### config.mk
export PLATFORM = sky130hd
export DESIGN_NAME = thor2022_io_bridge
export DESIGN_NICKNAME = d
export VERILOG_FILES = /design/src/rtl/thor2022_io_bridge.sv
export SDC_FILE = /design/constraint.sdc
export NUM_CORES = 1
export LEC_CHECK = 0
export ABC_AREA = 1
export CORE_UTILIZATION = 59
export CTS_BUF_LIST = sky130_fd_sc_hd__clkbuf_4
export DETAILED_ROUTE_END_ITERATION = 10
export DONT_BUFFER_PORTS = 1
export PLACE_DENSITY = 0.77
export SYNTH_ARGS = -nofsm -noshare
export SYNTH_HDL_FRONTEND = slang
export SYNTH_SLANG_ARGS = --single-unit
### constraint.sdc
create_clock -name clk_i -period 1.71 [get_ports clk_i]
set_input_delay 0.171 -clock clk_i [delete_from_list [all_inputs] [get_ports clk_i]]
set_output_delay 0.171 -clock clk_i [all_outputs]
set_load 0.05 [all_outputs]
### src/rtl/thor2022_io_bridge.sv
// Splits 128-bit Wishbone accesses into per-lane 32-bit peripheral cycles and merges the result.
// Optional macro THOR2022_IOBRIDGE_TIMEOUT_EN adds a per-lane bus timeout that completes with an error.
module thor2022_io_bridge #(
    parameter int unsigned TMO_BITS  = 10,
    parameter logic [31:0] RESET_DAT = 32'h0
) (
    input  logic         clk_i,
    input  logic         rst_ni,
    input  logic         s_cyc_i,
    input  logic         s_stb_i,
    input  logic         s_we_i,
    input  logic [15:0]  s_sel_i,
    input  logic [31:0]  s_adr_i,
    input  logic [127:0] s_dat_i,
    output logic         s_ack_o,
    output logic         s_err_o,
    output logic [127:0] s_dat_o,
    output logic         m_cyc_o,
    output logic         m_stb_o,
    output logic         m_we_o,
    output logic [3:0]   m_sel_o,
    output logic [31:0]  m_adr_o,
    output logic [31:0]  m_dat_o,
    input  logic         m_ack_i,
    input  logic         m_err_i,
    input  logic [31:0]  m_dat_i
);

    localparam int unsigned LANES  = 4;
    localparam int unsigned LANE_W = 32;
    localparam int unsigned SEL_W  = 16;
    localparam int unsigned BUS_W  = LANES * LANE_W;

    typedef enum logic [2:0] {IDLE, SCAN, XFER, DONE, WAITEND} state_t;

    state_t             state_q, state_d;
    logic               we_q, we_d;
    logic [SEL_W-1:0]   sel_q, sel_d;
    logic [27:0]        adr_q, adr_d;
    logic [BUS_W-1:0]   wdat_q, wdat_d;
    logic [BUS_W-1:0]   rdat_q, rdat_d;
    logic [2:0]         idx_q, idx_d;
    logic [1:0]         lane_q, lane_d;
    logic               err_q, err_d;
    logic               s_ack_q, s_ack_d;
    logic               s_err_q, s_err_d;
    logic               m_cyc_q, m_cyc_d;
    logic               m_stb_q, m_stb_d;
    logic               m_we_q, m_we_d;
    logic [3:0]         m_sel_q, m_sel_d;
    logic [31:0]        m_adr_q, m_adr_d;
    logic [LANE_W-1:0]  m_dat_q, m_dat_d;
    logic               scan_hit_c;
    logic [1:0]         scan_lane_c;
    logic               tmo_hit_c;
    logic               unused_c;

    assign unused_c = ^{s_adr_i[3:0], 1'(TMO_BITS)};

`ifdef THOR2022_IOBRIDGE_TIMEOUT_EN
    // Fires in the (2**TMO_BITS-1)th silent XFER cycle.
    localparam logic [TMO_BITS-1:0] TMO_LAST = ~TMO_BITS'(1);
    logic [TMO_BITS-1:0] tmo_q, tmo_d;
    assign tmo_hit_c = (tmo_q == TMO_LAST);
`else
    assign tmo_hit_c = 1'b0;
`endif

    // Lowest lane at or above the index with any byte select set.
    always_comb begin
        scan_hit_c  = 1'b0;
        scan_lane_c = 2'd0;
        for (int i = LANES - 1; i >= 0; i--) begin
            if (3'(i) >= idx_q && sel_q[4*i +: 4] != 4'h0) begin
                scan_hit_c  = 1'b1;
                scan_lane_c = 2'(i);
            end
        end
    end

    always_comb begin
        state_d = state_q;
        we_d    = we_q;
        sel_d   = sel_q;
        adr_d   = adr_q;
        wdat_d  = wdat_q;
        rdat_d  = rdat_q;
        idx_d   = idx_q;
        lane_d  = lane_q;
        err_d   = err_q;
        s_ack_d = 1'b0;
        s_err_d = 1'b0;
        m_cyc_d = m_cyc_q;
        m_stb_d = m_stb_q;
        m_we_d  = m_we_q;
        m_sel_d = m_sel_q;
        m_adr_d = m_adr_q;
        m_dat_d = m_dat_q;
`ifdef THOR2022_IOBRIDGE_TIMEOUT_EN
        tmo_d   = tmo_q;
`endif
        case (state_q)
            IDLE: begin
                if (s_cyc_i && s_stb_i) begin
                    we_d    = s_we_i;
                    sel_d   = s_sel_i;
                    adr_d   = s_adr_i[31:4];
                    wdat_d  = s_dat_i;
                    rdat_d  = {LANES{RESET_DAT}};
                    idx_d   = 3'd0;
                    err_d   = 1'b0;
                    state_d = SCAN;
                end
            end
            SCAN: begin
                if (scan_hit_c) begin
                    m_cyc_d = 1'b1;
                    m_stb_d = 1'b1;
                    m_we_d  = we_q;
                    m_sel_d = sel_q[{scan_lane_c, 2'b00} +: 4];
                    m_adr_d = {adr_q, scan_lane_c, 2'b00};
                    m_dat_d = wdat_q[{scan_lane_c, 5'b00000} +: LANE_W];
                    lane_d  = scan_lane_c;
`ifdef THOR2022_IOBRIDGE_TIMEOUT_EN
                    tmo_d   = '0;
`endif
                    state_d = XFER;
                end else begin
                    m_cyc_d = 1'b0;
                    m_stb_d = 1'b0;
                    state_d = DONE;
                end
            end
            XFER: begin
                if (m_err_i) begin
                    m_cyc_d = 1'b0;
                    m_stb_d = 1'b0;
                    err_d   = 1'b1;
                    state_d = DONE;
                end else if (m_ack_i) begin
                    if (!we_q) begin
                        rdat_d[{lane_q, 5'b00000} +: LANE_W] = m_dat_i;
                    end
                    m_stb_d = 1'b0;
                    idx_d   = {1'b0, lane_q} + 3'd1;
                    state_d = SCAN;
                end else if (tmo_hit_c) begin
                    m_cyc_d = 1'b0;
                    m_stb_d = 1'b0;
                    err_d   = 1'b1;
                    state_d = DONE;
                end else begin
`ifdef THOR2022_IOBRIDGE_TIMEOUT_EN
                    tmo_d   = tmo_q + TMO_BITS'(1);
`endif
                end
            end
            DONE: begin
                m_cyc_d = 1'b0;
                m_stb_d = 1'b0;
                s_ack_d = !err_q;
                s_err_d = err_q;
                state_d = WAITEND;
            end
            WAITEND: begin
                // A strobe still held from the finished access must not start another.
                if (!s_stb_i) begin
                    state_d = IDLE;
                end
            end
            default: state_d = IDLE;
        endcase
    end

    always_ff @(posedge clk_i) begin
        if (!rst_ni) begin
            state_q <= IDLE;
            we_q    <= 1'b0;
            sel_q   <= '0;
            adr_q   <= '0;
            wdat_q  <= '0;
            rdat_q  <= '0;
            idx_q   <= '0;
            lane_q  <= '0;
            err_q   <= 1'b0;
            s_ack_q <= 1'b0;
            s_err_q <= 1'b0;
            m_cyc_q <= 1'b0;
            m_stb_q <= 1'b0;
            m_we_q  <= 1'b0;
            m_sel_q <= '0;
            m_adr_q <= '0;
            m_dat_q <= '0;
`ifdef THOR2022_IOBRIDGE_TIMEOUT_EN
            tmo_q   <= '0;
`endif
        end else begin
            state_q <= state_d;
            we_q    <= we_d;
            sel_q   <= sel_d;
            adr_q   <= adr_d;
            wdat_q  <= wdat_d;
            rdat_q  <= rdat_d;
            idx_q   <= idx_d;
            lane_q  <= lane_d;
            err_q   <= err_d;
            s_ack_q <= s_ack_d;
            s_err_q <= s_err_d;
            m_cyc_q <= m_cyc_d;
            m_stb_q <= m_stb_d;
            m_we_q  <= m_we_d;
            m_sel_q <= m_sel_d;
            m_adr_q <= m_adr_d;
            m_dat_q <= m_dat_d;
`ifdef THOR2022_IOBRIDGE_TIMEOUT_EN
            tmo_q   <= tmo_d;
`endif
        end
    end

    assign s_ack_o = s_ack_q;
    assign s_err_o = s_err_q;
    assign s_dat_o = rdat_q;
    assign m_cyc_o = m_cyc_q;
    assign m_stb_o = m_stb_q;
    assign m_we_o  = m_we_q;
    assign m_sel_o = m_sel_q;
    assign m_adr_o = m_adr_q;
    assign m_dat_o = m_dat_q;

endmodule
Word level (Yosys, flattened, before mapping)
Index checks and enable logic that the tools add are counted.
{ "word_totals": {"in_bits": 215, "out_inout_bits": 201, "reg_bits": 381, "word_cells": 93} }
{ "classes": {"mux": 33, "reduce_logical": 22, "n_addsub": 2, "n_lt_le_gt_ge": 4, "shift": 4, "n_eq_ne": 11} }
{ "op_table": {"columns": ["cell", "n"], "rows": [
  ["$mux W128", 4],
  ["$pmux W128 S2", 1],
  ["$bwmux W128", 1],
  ["$shift A32 B9 Y128 const A", 1],
  ["$shiftx A128 B8 Y32", 1],
  ["$shiftx A32 B9 Y128", 1],
  ["$mux W3", 7],
  ["$reduce_bool A4 Y1", 4],
  ["$shiftx A16 B5 Y4", 1],
  ["$pmux W3 S5", 1],
  ["$ne A2 B2 Y1 const B", 6],
  ["$mux W1", 11],
  ["$reduce_and A2 Y1", 5],
  ["$neg A7 Y9", 1],
  ["$mux W2", 4],
  ["$eq A3 B2 Y1 const B", 2],
  ["$ge A1 B3 Y1 const A", 2],
  ["$ge A2 B3 Y1 const A", 2],
  ["$pmux W1 S3", 2],
  ["$pmux W3 S2", 1],
  ["$reduce_and A3 Y1", 2],
  ["$logic_and A1 B1 Y1", 5],
  ["$reduce_and A5 Y1", 1],
  ["$reduce_and A4 Y1", 1],
  ["9 further kinds", 9]
]} }

Logic depth before layout (Yosys ltp)
{ "logic_depth": {"depth_word": 8, "ltp_mapped": 12, "depth_no_buf": 11} }

Worst setup path before layout
OpenSTA, ideal clock, no wires.
{ "synth_timing": {"kind": "register to register", "startpoint": "register lane_q[0]", "endpoint": "register rdat_q[61], in the netlist s_dat_o[61]", "path_buffers": 1, "arrival_ns": 2.288, "setup_ns": 0.064, "required_time_ns": 1.646, "slack_ns": -0.643, "synth_period_minus_slack_ns": 2.353, "stages_incl_launch_ff": 10, "path_cell_list": "dfxtp_1 inv_1 ha_1 nand2_1 nor2_2 inv_1 clkbuf_1 nor3_1 o21ai_0 nor2_1"} }
{ "synth_between": {"elab_chain_len": 7, "word_cells_on_any_way": 8, "classes_between": "add/sub (1); shift (2); mux (5)"} }
{ "synth_rtl": {"columns": ["item", "line_no", "rtl"], "rows": [
  ["start, declared", "43", "logic [1:0] lane_q, lane_d;"],
  ["start signal, assigned", "205", "lane_q <= lane_d;"],
  ["$neg A7 Y9 *", "142", "rdat_d[{lane_q, 5'b00000} +: LANE_W] = m_dat_i;"],
  ["$shiftx A32 B9 Y128 or $shift A32 B9 Y128 (tied branches)", "142", null],
  ["$bwmux W128 *", "142", null],
  ["$mux W128 *", "141", "if (!we_q) begin"],
  ["$mux W128 *", "140", "end else if (m_ack_i) begin"],
  ["$mux W128 *", "135", "if (m_err_i) begin"],
  ["$pmux W128 S2 *", "102", "case (state_q)"],
  ["end signal, assigned", "203", "rdat_q <= rdat_d;"],
  ["end, declared", "41", "logic [BUS_W-1:0] rdat_q, rdat_d;"]
]} }
Mark *: on every way between the ends. The rest lies on a longest branch, timed or not. The select of a mux whose other input is x is not followed.
A chain may end at the register's enable or synchronous reset.

Worst setup path in the final report
{ "layout_timing": {"startpoint": "register idx_q[2]", "endpoint": "register m_adr_q[4], in the netlist m_adr_o[4]"} }
{ "layout_between": {"elab_chain_len": 7, "word_cells_on_any_way": 13, "classes_between": "order compare (4); mux (4); reduce/logical (5)"} }
{ "layout_rtl": {"columns": ["item", "line_no", "rtl"], "rows": [
  ["start, declared", "42", "logic [2:0] idx_q, idx_d;"],
  ["start signal, assigned", "204", "idx_q <= idx_d;"],
  ["$ge A2 B3 Y1", "74", "if (3'(i) >= idx_q && sel_q[4*i +: 4] != 4'h0) begin"],
  ["$logic_and A1 B1 Y1", "74", null],
  ["$mux W1 (3 in series)", "74", null],
  ["$mux W1 *", "74", null],
  ["$reduce_and A2 Y1 (no line) *", null, null],
  ["end signal, assigned", "213", "m_adr_q <= m_adr_d;"],
  ["end, declared", "51", "logic [31:0] m_adr_q, m_adr_d;"]
]} }
Mark *: on every way between the ends. The rest lies on a longest branch, timed or not.

==> results.md <==
* Max-cap violations at 0
* Avg Cell Area, Syn at ~7.2 um2
* Failing checks: negative hold slack, negative setup slack
* TritonCTS Buffers at 94
* Final period util at 103.2%
* Yosys reg bits at roughly 380
* Fin worst setup slack at -54.76 ps
* Layout cell share with drive strength beyond 1 at between 10% and 20%
* Ports at 416
* Post-synth top flop: dfxtp_1
* Synth Cell Area at 0.01558 mm2
* Worst path slowest cell: dfxtp_2
* Routed len/inst at between 15 and 20 um
* Die Width at between 150 and 200 um
* Area Overhead vs Synth at 28.03%
* CTS tree: built
* Most common cell after layout, fill and taps aside: dfxtp_1
* Dpl ws at -49.18 ps
* Critical-path cell list: nor3_2, nand2_2, nand2_2, nor2_4, nor2_4, buf_6, clkbuf_16, o21ai_1, a21oi_1
* Filler instances at 1867
* Headroom to the max-slew limit at slightly below 60%
* Power Density at between 1500 and 2000 mW/mm2
* Final GP Congestion at between 0.8 and 0.9
* First-pass GRT wire length at ~70 mm
* Post-DP HPWL at a little over 30 mm
* R2R Setup Slk at -50 ps
* Most frequent cells in the layout: dfxtp_1, inv_1, o21ai_0
* Drc violations at 0
* Final wirelength at between 50 and 60 mm
* Clk_skew at between 60 and 70 ps
* Crit path buf inv count at 2
* RSZ-0062 raised after global routing: yes
* Req. time, crit path at between 2000 and 2500 ps
* Crit path kind: reg -> reg
* Post-DP Area at ~0.017 mm2
* Post-synthesis cell count at ~2200
* Status: finished, violations left
* Clock transition at path regs at 80 ps
* Crit. End Element: flop
* Post-synth EDFFs at 0
* Critical R2R Launch: idx_q[2]$_SDFFE_PN0P_
* Number of global-route vias before repair at between 10000 and 15000
* Clock Sinks at ~380
* Detail Route Antenna Nets at 0
* # H-tree levels at 3
* Initial Util at between 50% and 60%
* Number of vias per cell at between 5 and 6
* Fmax at 0.5667 GHz
* Final net count at approximately 2600
* Final core utilization at 76.75%
* Crit path max-delay family: simple AND/OR/NAND/NOR gates
* Critical R2R Capture: m_adr_o[4]$_SDFFE_PN0P_
* Max-slew violation count at 0
* Hold wc startpoint: rst_ni
* Sequential area share after synthesis at roughly half
* Register-to-Register Path Depth at 9
* Maximum number of pins on one net before global-route repair at between 300 and 400
* Worst-path maximum fanout at 14
* Post-route cell area at roughly 0.02 mm2
* Skew-Pair Late Insertion Delay at roughly 720 ps
* Worst min path class: in -> reg
* CTS max path bufs at 3
* Max incr delay on CP at ~360 ps
* Port bufs at 0
* Leakage at ~0.0085 uW
* Hold_ws at -394.4 ps
* VDD IR-drop max at 0.001250 V
* Via Count at around 16000
* Overall Global Routing Usage at between 30 and 40%
* Post-synth ARST share at 0%
* Drt initial violations at ~1900
* Core footprint at between 0.02 and 0.03 mm2
* TNS Setup at -297.6 ps
* YS warnings at 0
* Initial DRT Pass Iterations at 6
* Actual slew at the worst max-slew pin at 621.0 ps
* Hold path endpoint: wdat_q[10]$_SDFFE_PN0P_
* Crit path time final at approximately 1800 ps
* Final setup violation count at 15
* Final Hold Viols at between 200 and 300
* WP data arrival at 2360 ps
* Distinct cells, synth at 29
* GRT Residual Overflow at 0
* DIE HEIGHT at around 160 um
* Die ar. at 0.02705 mm2
* Hold Path Stages at 2
* Crit start category: flop
* CTS Root Cell: clkbuf_4
* Initial antenna violation count at 5
* Number of cell rows at slightly below 60
worst max path at each step:
| stage | start | to | slack [ps] | cells after the start |
|---|---|---|---|---|
| floorplan | lane_q[0]$_SDFFE_PN0P_ | s_dat_o[13]$_SDFFE_PN0P_ | 7 | 10 |
| global placement | lane_q[0]$_SDFFE_PN0P_ | s_dat_o[91]$_SDFFE_PN0P_ | -6 | 10 |
| detailed placement | lane_q[0]$_SDFFE_PN0P_ | s_dat_o[91]$_SDFFE_PN0P_ | -50 | 10 |
| CTS | sel_q[7]$_SDFFE_PN0P_ | m_sel_o[3]$_SDFFE_PN0P_ | -20 | 11 |
| global route | sel_q[6]$_SDFFE_PN0P_ | m_dat_o[0]$_SDFFE_PN0P_ | -120 | 12 |
| finish | idx_q[2]$_SDFFE_PN0P_ | m_adr_o[4]$_SDFFE_PN0P_ | -50 | 9 |
metal layers:
metal | wire length [um] | global-route usage [%] | share of wire (%)
met1 | 19100 | 37.49 | 35
met2 | 25940 | 54.79 | 47
met3 | 6503 | 9.643 | 12
met4 | 3233 | 17.43 | 5.9
met5 | 10 | 0 | 0.018
cell type report:
type / instances / area, um2 / share of cell area (%)
flip-flops and latches: 379 / 7605 / 38.13
multi-input cells: 1314 / 6593 / 33.06
repair buffers: 283 / 3054 / 15.31
inverters: 302 / 1169 / 5.860
clock buffers: 132 / 991.0 / 4.969
well taps: 335 / 419.2 / 2.102
clock inverters: 19 / 90.09 / 0.4517
diodes: 9 / 22.52 / 0.1129
cells by family after synthesis:
group,after synthesis,share of synthesized area [%]
AO/OA/AOI/OAI,599,19.38
adder cells (fa/ha/maj),5,0.4016
buffers and inverters,464,11.74
flip-flops,379,48.71
other,1,0.02408
AND/OR/NAND/NOR,708,19.74
flip-flops by register name, indices dropped and copies added, names as in the netlist:
name / flops
s_dat_o: 128
wdat_q: 128
m_dat_o: 32
m_adr_o: 29
adr_q: 28
sel_q: 16
m_sel_o: 4
idx_q: 3
state_q: 3
err_q: 1
lane_q: 1
m_cyc_o: 1
m_stb_o: 1
m_we_o: 1
s_ack_o: 1
s_err_o: 1
we_q: 1
stage by stage:
stage	total power, uW	cells
3_3_place_gp	21990	2480
4_1_cts	29460	2670
3_5_place_dp	22260	2480
2_1_floorplan	19510	2157
6_report	31690	2773
5_1_grt	33070	2768
synthesized netlist by cell type, types with 10 or more instances:
library cell,instances,area share [%]
dfxtp_1,379,49
o21ai_0,309,9.9
inv_1,290,7.0
a21oi_1,279,9.0
nor2_1,267,6.4
nand3_1,214,6.9
nand2_1,154,3.7
clkbuf_1,107,2.6
nor3_1,49,1.6
buf_2,38,1.2
buf_4,10,0.48
inv_2,10,0.24
timing repair:
action | CTS | global route
pin swaps | 2 | 32
hold buffers | 37 | 53
gates resized for setup | 16 | 138
setup buffers | 2 | 17
setup endpoints to repair | 42 | 187
gates cloned | 0 | 24
endpoints found under the hold margin | 343 | 323
power breakdown:
| part | switching [uW] | internal (uW) | total, uW |
|---|---|---|---|
| registers | 3280 | 10300 | 13600 |
| clock network | 3610 | 3520 | 7140 |
| logic | 6940 | 4050 | 11000 |
No activity file was read; power rests on OpenSTA's default activity.
